File: src/rtl/cutting_pkg.sv
// Shared types and defaults for the cutting-head motion sequencers.
// Used by cutting_step_sequencer and reusable by the track sequencer.
package cutting_pkg;

    typedef enum logic [1:0] {
        IDLE,
        ARM,
        RUN,
        DONE
    } seq_state_t;

    localparam int unsigned CNT_W_DEFAULT    = 16;
    localparam int unsigned DIV_W_DEFAULT    = 24;
    localparam int unsigned DIV_HALF_DEFAULT = 125000;

endpackage

File: src/rtl/step_clk_gen.sv
// Free-running divider producing the 50% duty step clock for the stepper driver,
// plus single-cycle strobes aligned with each rising and falling step_clk edge.
module step_clk_gen #(
    parameter int unsigned DIV_W    = 24,
    parameter int unsigned DIV_HALF = 125000
) (
    input  logic clk_i,
    input  logic rst_ni,
    output logic step_clk_o,
    output logic rise_stb_o,
    output logic fall_stb_o
);

    localparam logic [DIV_W-1:0] DivLast = DIV_W'(DIV_HALF - 1);

    logic [DIV_W-1:0] div_cnt_q, div_cnt_d;
    logic             step_clk_q, step_clk_d;
    logic             rise_q, rise_d;
    logic             fall_q, fall_d;
    logic             wrap;

    always_comb begin
        wrap       = (div_cnt_q == DivLast);
        div_cnt_d  = wrap ? '0 : div_cnt_q + DIV_W'(1);
        step_clk_d = step_clk_q ^ wrap;
        // Strobes are registered alongside step_clk so they mark the cycle the edge appears.
        rise_d     = wrap & ~step_clk_q;
        fall_d     = wrap & step_clk_q;
    end

    always_ff @(posedge clk_i or negedge rst_ni) begin
        if (!rst_ni) begin
            div_cnt_q  <= '0;
            step_clk_q <= 1'b0;
            rise_q     <= 1'b0;
            fall_q     <= 1'b0;
        end else begin
            div_cnt_q  <= div_cnt_d;
            step_clk_q <= step_clk_d;
            rise_q     <= rise_d;
            fall_q     <= fall_d;
        end
    end

    assign step_clk_o = step_clk_q;
    assign rise_stb_o = rise_q;
    assign fall_stb_o = fall_q;

endmodule

File: src/rtl/cutting_step_sequencer.sv
// Move-command sequencer feeding the cutting stepper driver: accepts "N steps in
// direction D", gates driver enable around whole step_clk periods, then reports done.
module cutting_step_sequencer
    import cutting_pkg::*;
#(
    parameter int unsigned CNT_W    = CNT_W_DEFAULT,
    parameter int unsigned DIV_W    = DIV_W_DEFAULT,
    parameter int unsigned DIV_HALF = DIV_HALF_DEFAULT
) (
    input  logic             clk_i,
    input  logic             rst_ni,
    input  logic             cmd_valid_i,
    output logic             cmd_ready_o,
    input  logic [CNT_W-1:0] cmd_steps_i,
    input  logic             cmd_dir_i,
    input  logic             abort_i,
    output logic             step_clk_o,
    output logic             motor_en_o,
    output logic             motor_dir_o,
    output logic             busy_o,
    output logic             done_o,
    output logic             aborted_o,
    output logic [CNT_W-1:0] steps_left_o
);

    seq_state_t       state_q;
    logic             cmd_ready_q;
    logic             motor_en_q;
    logic             motor_dir_q;
    logic             busy_q;
    logic             done_q;
    logic             aborted_q;
    logic [CNT_W-1:0] steps_left_q;

    logic rise_stb;
    logic fall_stb;
    logic xfer;
    logic left_zero;

    step_clk_gen #(
        .DIV_W    (DIV_W),
        .DIV_HALF (DIV_HALF)
    ) u_step_clk_gen (
        .clk_i      (clk_i),
        .rst_ni     (rst_ni),
        .step_clk_o (step_clk_o),
        .rise_stb_o (rise_stb),
        .fall_stb_o (fall_stb)
    );

    assign xfer      = cmd_valid_i & cmd_ready_q;
    assign left_zero = (steps_left_q == '0);

    always_ff @(posedge clk_i or negedge rst_ni) begin
        if (!rst_ni) begin
            state_q      <= IDLE;
            cmd_ready_q  <= 1'b1;
            motor_en_q   <= 1'b0;
            motor_dir_q  <= 1'b0;
            busy_q       <= 1'b0;
            done_q       <= 1'b0;
            aborted_q    <= 1'b0;
            steps_left_q <= '0;
        end else begin
            done_q <= 1'b0;
            unique case (state_q)
                IDLE: begin
                    if (xfer) begin
                        cmd_ready_q <= 1'b0;
                        if (cmd_steps_i != '0) begin
                            steps_left_q <= cmd_steps_i;
                            motor_dir_q  <= cmd_dir_i;
                            busy_q       <= 1'b1;
                            state_q      <= ARM;
                        end else begin
                            aborted_q <= 1'b0;
                            done_q    <= 1'b1;
                            state_q   <= DONE;
                        end
                    end
                end
                ARM: begin
                    // Enable only after a falling edge so the driver never sees a partial high phase.
                    if (fall_stb) begin
                        motor_en_q <= 1'b1;
                        state_q    <= RUN;
                    end
                end
                RUN: begin
                    if (rise_stb && !left_zero) begin
                        steps_left_q <= steps_left_q - CNT_W'(1);
                    end
                    if (fall_stb && (left_zero || abort_i)) begin
                        motor_en_q <= 1'b0;
                        aborted_q  <= !left_zero;
                        done_q     <= 1'b1;
                        busy_q     <= 1'b0;
                        state_q    <= DONE;
                    end
                end
                DONE: begin
                    cmd_ready_q <= 1'b1;
                    state_q     <= IDLE;
                end
                default: begin
                    state_q <= IDLE;
                end
            endcase
        end
    end

    assign cmd_ready_o  = cmd_ready_q;
    assign motor_en_o   = motor_en_q;
    assign motor_dir_o  = motor_dir_q;
    assign busy_o       = busy_q;
    assign done_o       = done_q;
    assign aborted_o    = aborted_q;
    assign steps_left_o = steps_left_q;

endmodule
File: config.mk
export PLATFORM = sky130hd
export DESIGN_NAME = cutting_step_sequencer
export DESIGN_NICKNAME = d
export VERILOG_FILES = /design/src/rtl/cutting_pkg.sv /design/src/rtl/step_clk_gen.sv /design/src/rtl/cutting_step_sequencer.sv
export SDC_FILE = /design/constraint.sdc
export NUM_CORES = 1
export LEC_CHECK = 0
export BUFFER_PORTS_ARGS = -buffer_cell sky130_fd_sc_hd__buf_2
export CAP_MARGIN = 20
export CORE_ASPECT_RATIO = 1.4
export CORE_UTILIZATION = 57
export CTS_CLUSTER_SIZE = 16
export DETAILED_ROUTE_END_ITERATION = 7
export PLACE_DENSITY = 0.8
export SETUP_SLACK_MARGIN = 0.3
export SYNTH_ARGS = -nofsm -noshare
export SYNTH_HDL_FRONTEND = slang
export SYNTH_SLANG_ARGS = --single-unit
File: constraint.sdc
create_clock -name clk_i -period 2.3 [get_ports clk_i]
set_input_delay 0.46 -clock clk_i [delete_from_list [all_inputs] [get_ports clk_i]]
set_output_delay 0.46 -clock clk_i [all_outputs]
set_load 0.01 [all_outputs]
==> out/results.ini, run 1 <==
[status]
status=finished, final reports clean

[critical_path]
r2r_cells=6
r2r_setup_slack_ns=0.25
critPathKind=register to register
start_kind=register
worstPathRequired_ns=2.51
timing.rr.end=steps_left_o[10]
worst_setup_path_end_kind=register
r2r_start=steps_left_o[7]
path_max_fanout=6
cp.arrival_ns=2.25

[pwr]
p_clk_share_pct=37.4
power_per_cell_area_nw_per_um2=408.2
p_seq_share_pct=59.4
irDropWorstVdd_mv=0.3518
switching_power_mw=0.3218
p_leak_nw=1.689
internal_power_mw=1.187
comb_power_share_pct=3.2
p_sw_share_pct=21.33

[floorplan]
core_area_um2=4880
dieArea_um2=5375
die_w_um=62.25
start_util_pct=59.36
io_pins=44
die_y_um=86.35
rows=30

[placement]
portBuffers=43
post_dp_cell_area_um2=3327
hpwl_mm=5.463
gp_congestion=0.9204
placed_cells=430

[yosys]
synthesis.nets=339
syn-cell-area_um2=2897
seq_area_frac_synth_pct=44.10
synth_area_leaders=dfrtp_1 (43%), xor2_1 (3.9%), nand2_1 (3.8%), ha_1 (3.5%), nor2_1 (3.0%)
async_reset_ff_share_pct=100.0
synth_enable_flop_cells=0
synth_flop_cell=dfrtp_1
syn_avg_cell_area_um2=9.344
synth_seq_cells=51
ys_types=51
netlist.area_leader.share_pct=43.20
ys_warn_count=0
synth_cells=310
yosysTopAreaCell=dfrtp_1

[final_layout]
final_cells=454
diodes=0
final_area_um2=3696
drive_above_1_share_pct=32.56
final_cell_mix=dfrtp_1 (46), buf_2 (43), buf_4 (35)
final_nets=418
final_common_cell=dfrtp_1
syn_to_final_growth_pct=27.60
final_util_pct=75.74

[global_routing]
grt-ovfl-total=0
grt_pass1_wl_mm=12.30
grt.total_usage_pct=29.72
grt_max_degree=25
antenna_found_initial=0
grt_pass1_vias=2648

[clock_network]
numCtsBuffers=5
cts_tree=yes
path_clk_slew_ns=0.09
htreeDepth=2
clkSinkCount=51
cts_buffer_depth=2
cts_hold_buf=0
cts_root_buf=clkbuf_8
clk-insertion-delay-late_ns=0.31

[sta]
finalCriticalPeriod_ns=2.047
post-route-period-util_pct=89.02
slew_headroom_pct=62.72
slew_viol_final=0
hold_viol=0
fmax_mhz=488.4
rsz0062_at_grt=true
skew_ns=0.005132
setup_violations=0
tightest_slew_ns=0.5591

[detailed_routing]
wl_per_cell_um=17.31
dr.first_iter.drc_count=288
routed_wl_mm=7.857
vias=2854
post_drt_via_cell_ratio=6.286
postRouteAntennaNets=0
drc=0
dr.pass1.iters=5

[min_path]
hold_path.class=input pin to async pin

[job]
maxCapViolations=0

==> power by group through the flow <==
stage / Clock (mW) / Combinational [mW] / Sequential, mW
floorplan: 0 / 0.00384 / 0.914
global placement: 0 / 0.0473 / 0.914
detailed placement: 0 / 0.0479 / 0.914
CTS: 0.573 / 0.0482 / 0.896
global route: 0.606 / 0.0530 / 0.896
finish: 0.565 / 0.0481 / 0.896
==> flip-flops by register name (all words and copies together), names as in the netlist <==
| signal | cells |
|---|---|
| aborted_o | 1 |
| busy_o | 1 |
| cmd_ready_o | 1 |
| done_o | 1 |
| motor_dir_o | 1 |
| motor_en_o | 1 |
| state_q | 2 |
| steps_left_o | 16 |
| u_step_clk_gen.div_cnt_q | 24 |
| u_step_clk_gen.fall_stb_o | 1 |
| u_step_clk_gen.rise_stb_o | 1 |
| u_step_clk_gen.step_clk_o | 1 |
==> per-stage QoR <==
step,power [mW],setup TNS (ns),hold slack [ns],worst slack [ns]
2_1_floorplan,0.9178,0,0.1644,0.3008
3_3_place_gp,0.9610,0,0.4434,0.03951
3_5_place_dp,0.9615,-0.06192,0.4548,-0.05956
4_1_cts,1.517,0,0.1444,0.2721
5_1_grt,1.555,0,0.1534,0.1795
6_report,1.509,0,0.1300,0.2526
==> worst max path at each step <==
stage | endpoint | slack [ns] | cells after the start | from
floorplan | steps_left_o[10] | 0.30 | 7 | steps_left_o[0]
global placement | steps_left_o[6] | 0.04 | 6 | cmd_steps_i[11]
detailed placement | steps_left_o[6] | -0.06 | 7 | state_q[0]
global route | steps_left_o[10] | 0.18 | 7 | steps_left_o[0]
finish | steps_left_o[10] | 0.25 | 6 | steps_left_o[7]
CTS | steps_left_o[6] | 0.27 | 7 | state_q[0]
==> synthesized netlist by cell type, drive strengths merged (5+ instances only) <==
library cell  number
a21oi             16
dfrtp             50
ha                 8
o22ai              8
xor2              13
nor2              23
inv               14
nand4             13
buf                5
nor4              12
clkbuf             6
nand2             29
o21ai             16
nand3             13
xnor2              9
or4                5
nor3              18
==> critical path, cell delays in order (launching register included) <==
cell	delay [ns]
dfrtp_1	0.46
or4_4	0.57
buf_12	0.16
nor3_4	0.16
nand2_1	0.06
or4_1	0.40
o211a_1	0.14
==> cells by family (layout without fill, tap and decap cells) <==
family	Yosys count	count (layout)	synth area share, %
muxes	3	3	1.080
AOI/OAI and AO/OA	63	63	14.21
DFF	51	51	44.10
buffers and inverters	25	105	3.456
adders and majority gates	8	8	3.456
xor gates and xnor gates	22	22	6.652
and+or+nand+nor	138	138	27.04
==> area by class of cell <==
class | instances | area, um^2
Multi-Input combinational cell | 234 | 1634
Sequential cell | 51 | 1282
Fill cell | 345 | 1184
Timing Repair Buffer | 83 | 543.0
Clock buffer | 8 | 100.1
Tap cell | 64 | 80.08
Inverter | 14 | 56.30
==> layer usage <==
metal | track usage [%] | up-vias | part of all wire (%)
met4 | 14.38 | 0 | 2.8
met1 | 33.51 | 1377 | 38
met2 | 55.04 | 139 | 54
met3 | 4.211 | 33 | 5.4
li1 | - | 1305 | -
met5 | 0 | - | 0
==> what timing repair did <==
item | CTS | global route
endpoints found under the setup margin | 21 | 20
resized for setup | 15 | 18
setup buffers | 7 | 9
gates cloned | 0 | 0
pin swaps | 4 | 8
No activity file was read; power rests on OpenSTA's default activity.
==> run 2: changes to the inputs <==
--- a/config.mk
+++ b/config.mk
@@ -8,11 +8,10 @@
 export BUFFER_PORTS_ARGS = -buffer_cell sky130_fd_sc_hd__buf_2
 export CAP_MARGIN = 20
 export CORE_ASPECT_RATIO = 1.4
-export CORE_UTILIZATION = 57
+export CORE_UTILIZATION = 51
 export CTS_CLUSTER_SIZE = 16
 export DETAILED_ROUTE_END_ITERATION = 7
-export PLACE_DENSITY = 0.8
-export SETUP_SLACK_MARGIN = 0.3
+export PLACE_DENSITY = 0.76
 export SYNTH_ARGS = -nofsm -noshare
 export SYNTH_HDL_FRONTEND = slang
 export SYNTH_SLANG_ARGS = --single-unit
==> constraint.sdc (replaced) <==
create_clock -name clk_i -period 1.8 [get_ports clk_i]
set_input_delay 0.36 -clock clk_i [delete_from_list [all_inputs] [get_ports clk_i]]
set_output_delay 0.36 -clock clk_i [all_outputs]
set_load 0.01 [all_outputs]
==> run 2 against run 1 <==
  * The flow now finishes with violations (setup timing)
  * Setup slack got worse by 0.50 ns
  * Largest power group unchanged
  * Die area rose by 11%
  * Core utilization grew 2.4 points
  * Worst hold slack got worse by 0.11 ns
  * Global-route usage is 0.41 points higher
  * Clock-buffer cell count is 2 lower
  * Final area increased by 16%
  * Non-clock buffer count increased by 50
  * Sequential power increased by 27%
  * Critical path depth grew 4
==> out/results.ini, run 2 (synthesis gave the netlist of run 1 again) <==
[status]
status=complete, but fails checks
violations=setup timing

[floorplan]
die_y_um=91.17
rows=32
io_pins=44
core_area_um2=5485
die_w_um=65.69
dieArea_um2=5989
start_util_pct=52.81

[critical_path]
critPathKind=register to register
cp.arrival_ns=2.24
start_kind=register
path_cells=inv_2 -> ha_4 -> buf_6 -> nor4b_4 -> nand4_4 -> a21oi_2 -> buf_4 -> nor2_4 -> buf_12 -> mux2i_2
cp-endpoint=steps_left_o[0]
critPathTopFamily=simple AND/OR/NAND/NOR gates
r2r_start=steps_left_o[1]
r2r_cells=10
timing.rr.end=steps_left_o[0]
cpPeakStageDelay_ns=0.42
worst_setup_path_end_kind=register
cp_slowest_cell=dfrtp_1
startpoint=steps_left_o[1]
path_max_fanout=5
worstPathRequired_ns=1.99
crit_cells=10
r2r_setup_slack_ns=-0.25
critPathBufInv=4

[clock_network]
cts_hold_buf=0
cts_buffer_depth=2
numCtsBuffers=5
htreeDepth=2
cts_root_buf=clkbuf_8
cts_tree=yes
path_clk_slew_ns=0.09
clkSinkCount=51
clk-insertion-delay-late_ns=0.32

[final_layout]
regMostFlops=u_step_clk_gen.div_cnt_q
final_common_cell=buf_4
diodes=0
final_cell_mix=buf_4 (81), dfrtp_1 (49), buf_2 (43)
syn_to_final_growth_pct=47.99
largest_reg_flops=24
final_nets=468
drive_above_1_share_pct=43.64

[detailed_routing]
postRouteAntennaNets=0
post_drt_via_cell_ratio=6.104
dr.first_iter.drc_count=290
drc=0
routed_wl_mm=9.124
wl_per_cell_um=17.96
vias=3101
dr.pass1.iters=4

[placement]
hpwl_mm=6.066
post-place-ws_ns=-0.2518
portBuffers=43
gp_congestion=0.8929

[job]
maxCapViolations=0

[sta]
slew_viol_final=0
fmax_mhz=488.9
rsz0062_at_grt=true
hold_slack_ns=0.02116
hold_viol=0
skew_ns=0.02139
post-route-period-util_pct=113.6
slew_headroom_pct=65.18
tightest_slew_ns=0.5176
setup_violations=22
finalWorstSetupSlack_ns=-0.2454
finalCriticalPeriod_ns=2.045

[pwr]
total_power_mw=2.167
irDropWorstVdd_mv=0.6559
p_leak_nw=1.997
power_per_cell_area_nw_per_um2=505.4

[global_routing]
grt_pass1_vias=3027
grt-ovfl-total=0
grt_pass1_wl_mm=13.79
grt.total_usage_pct=30.13
grt_max_degree=52
antenna_found_initial=0

[min_path]
hold_path.class=input pin to async pin

run 2: area by class of cell:
cell class,instances,area [um^2]
Multi-Input combinational cell,234,1783
Clock buffer,6,72.57
Sequential cell,51,1279
Tap cell,68,85.08
Inverter,14,56.30
Fill cell,343,1199
Timing Repair Buffer,133,950.9
Clock inverter,2,60.06
run 2: worst min-delay path by stage:
stage / end
final: busy_o
after global routing: u_step_clk_gen.div_cnt_q[12]
after CTS: steps_left_o[4]
after detailed placement: busy_o
after global placement: done_o
after floorplan: aborted_o
run 2: power breakdown:
part           internal (mW)  switching, mW  total, mW  leakage, nW
Combinational         0.0386         0.0477     0.0863         1.27
Clock                  0.556          0.380      0.936       0.0654
Sequential              1.14              0       1.14        0.658
Total                   1.74          0.428       2.17         2.00
run 2: layer usage:
| metal | vias up | routed length (um) | part of all wire [%] | global-route usage, % |
|---|---|---|---|---|
| met5 | - | 0 | 0 | 0 |
| met4 | 0 | 440 | 4.8 | 16.85 |
| met3 | 56 | 464 | 5.1 | 5.905 |
| met2 | 156 | 4870 | 53 | 52.47 |
| met1 | 1493 | 3349 | 37 | 32.98 |
| li1 | 1396 | - | - | - |
run 2: metrics by stage:
step	cells	utilization [%]	setup TNS [ns]	area, um^2
after floorplan	310	-	-0.6741	2973
after global placement	480	68.89	-2.656	3779
after detailed placement	480	68.89	-3.238	3779
after CTS	500	74.89	-2.551	4108
after global routing	508	78.15	-5.904	4287
final	508	78.15	-3.865	4287
run 2: what timing repair did:
action                                  CTS  global route
resized for setup                        29            27
buffers inserted                         12             8
endpoints found under the setup margin   20            32
pin swaps                                21            12
==> run 3: changes to the inputs <==
--- a/config.mk
+++ b/config.mk
@@ -12,6 +12,7 @@
 export CTS_CLUSTER_SIZE = 16
 export DETAILED_ROUTE_END_ITERATION = 7
 export PLACE_DENSITY = 0.76
+export SKIP_LAST_GASP = 1
 export SYNTH_ARGS = -nofsm -noshare
 export SYNTH_HDL_FRONTEND = slang
 export SYNTH_SLANG_ARGS = --single-unit
==> run 3 against run 2 <==
  * The flow still finishes with violations (setup timing)
  * Flip-flop and latch count unchanged
  * Setup slack improved by 0.034 ns
  * Global-route usage decreased by 0.47 points
  * Fmax increased by 1.7%
  * Worst hold slack improved by 0.0013 ns
  * Register-to-register slack improved by 0.03 ns
  * Non-clock buffer count decreased by 2
  * Combinational power decreased by 2.9%
  * Cell count decreased by 0.39%
  * Die area unchanged
==> out/results.ini, run 3 (synthesis gave the netlist of run 1 again) <==
[status]
status=complete, but fails checks
violations=setup timing

[floorplan]
die_w_um=65.69
rows=32
io_pins=44
core_area_um2=5485
die_y_um=91.17
start_util_pct=52.81
dieArea_um2=5989

[global_routing]
grt.total_usage_pct=29.66
grt-ovfl-total=0
grt_max_degree=52
grt_pass1_vias=3080
antenna_found_initial=0
grt_pass1_wl_mm=13.63

[critical_path]
worstPathRequired_ns=2.02
start_kind=register
r2r_setup_slack_ns=-0.21
cp-endpoint=steps_left_o[10]
cp.arrival_ns=2.23
cp_slowest_cell=or4b_4
path_cells=inv_2 -> ha_4 -> or4b_4 -> nor3_4 -> nand2_1 -> or4_1 -> o211a_1
critPathKind=register to register
startpoint=steps_left_o[0]
worst_setup_path_end_kind=register
r2r_cells=7
r2r_start=steps_left_o[0]
path_max_fanout=3
timing.rr.end=steps_left_o[10]
cpPeakStageDelay_ns=0.53

[placement]
gp_congestion=0.8929
hpwl_mm=6.066
portBuffers=43
placed_cells=480

[sta]
fmax_mhz=497.2
tightest_slew_ns=0.5017
slew_viol_final=0
slew_headroom_pct=66.25
setup_violations=21
tns_ns=-2.888
finalCriticalPeriod_ns=2.011
rsz0062_at_grt=true
post-route-period-util_pct=111.7
finalWorstSetupSlack_ns=-0.2113
skew_ns=0.02000
hold_viol=0

[pwr]
p_sw_share_pct=19.57
p_seq_share_pct=52.9
power_per_cell_area_nw_per_um2=513.4
comb_power_share_pct=3.9
p_clk_share_pct=43.2
p_leak_nw=1.974
internal_power_mw=1.739
switching_power_mw=0.4232
irDropWorstVdd_mv=0.6574
total_power_mw=2.162

[final_layout]
final_cells=506
final_nets=466
final_common_cell=buf_4
diodes=0
drive_above_1_share_pct=41.32
final_cell_mix=buf_4 (81), dfrtp_1 (49), buf_2 (43)
regMostFlops=u_step_clk_gen.div_cnt_q
syn_to_final_growth_pct=45.40
largest_reg_flops=24

[detailed_routing]
dr.first_iter.drc_count=158
post_drt_via_cell_ratio=6.085
routed_wl_mm=8.639
drc=0
vias=3079
wl_per_cell_um=17.07
dr.pass1.iters=6
postRouteAntennaNets=0

[clock_network]
cts_tree=yes
cts_buffer_depth=2
htreeDepth=2
cts_root_buf=clkbuf_8
numCtsBuffers=5
cts_hold_buf=0
clkSinkCount=51
path_clk_slew_ns=0.11
clk-insertion-delay-late_ns=0.32

[job]
maxCapViolations=0

[min_path]
hold_path.class=input pin to async pin

run 3: changes by cell type in the layout (fill, tap and decap cells not counted), sizes merged:
cell and delta:
buf -2
run 3: metal layers:
layer	routed length, um	GRT usage (%)
met2	4721	53.06
met4	295	16.67
met1	3176	31.26
met3	445	5.528
met5	0	0
run 3: worst max-delay path: cells and delay by family (launching register included):
family | cells | cell delay, ns
adders and majority gates | 1 | 0.14
DFF | 1 | 0.41
buffers and inverters | 1 | 0.09
and+or+nand+nor | 4 | 1.16
AOI/OAI and AO/OA | 1 | 0.12
run 3: cell type report:
class | instances | area [um^2]
clock buffer | 6 | 72.57
clock inverter | 2 | 60.06
fill | 363 | 1274
inverter | 14 | 56.30
multi-input combinational | 234 | 1730
sequential | 51 | 1279
tap | 68 | 85.08
timing repair buffer | 131 | 928.4
run 3: repair_timing:
action,CTS,global route
cloned,0,0
resized for setup,26,16
setup endpoints to repair,20,32
endpoints found under the hold margin,0,0
pin swaps,20,14
buffers inserted,12,6
run 3: power by group through the flow:
stage                     combinational [mW]  sequential [mW]  clock, mW
after detailed placement              0.0830             1.17          0
after floorplan                      0.00491             1.17          0
final                                 0.0838             1.14      0.934
after global routing                  0.0917             1.14      0.987
after CTS                             0.0842             1.14      0.945
after global placement                0.0821             1.17          0
run 3: through the flow:
stage	hold slack (ns)	util, %	instance area [um^2]	setup slack, ns
2_1_floorplan	0.06441	-	2973	-0.1446
3_3_place_gp	0.3691	68.89	3779	-0.2193
3_5_place_dp	0.3690	68.89	3779	-0.2518
4_1_cts	0.03253	74.82	4104	-0.2054
5_1_grt	0.03959	76.78	4212	-0.2684
6_report	0.02244	76.78	4212	-0.2113
run 3: worst min-delay path by stage:
stage            from                            to  slack, ns  cells after the start
3_3_place_gp   rst_ni                        done_o       0.37                      2
6_report       rst_ni                        busy_o       0.02                      2
4_1_cts        rst_ni               steps_left_o[4]       0.03                      2
3_5_place_dp   rst_ni                        busy_o       0.37                      2
5_1_grt        rst_ni  u_step_clk_gen.div_cnt_q[12]       0.04                      2
2_1_floorplan  rst_ni                     aborted_o       0.06                      0
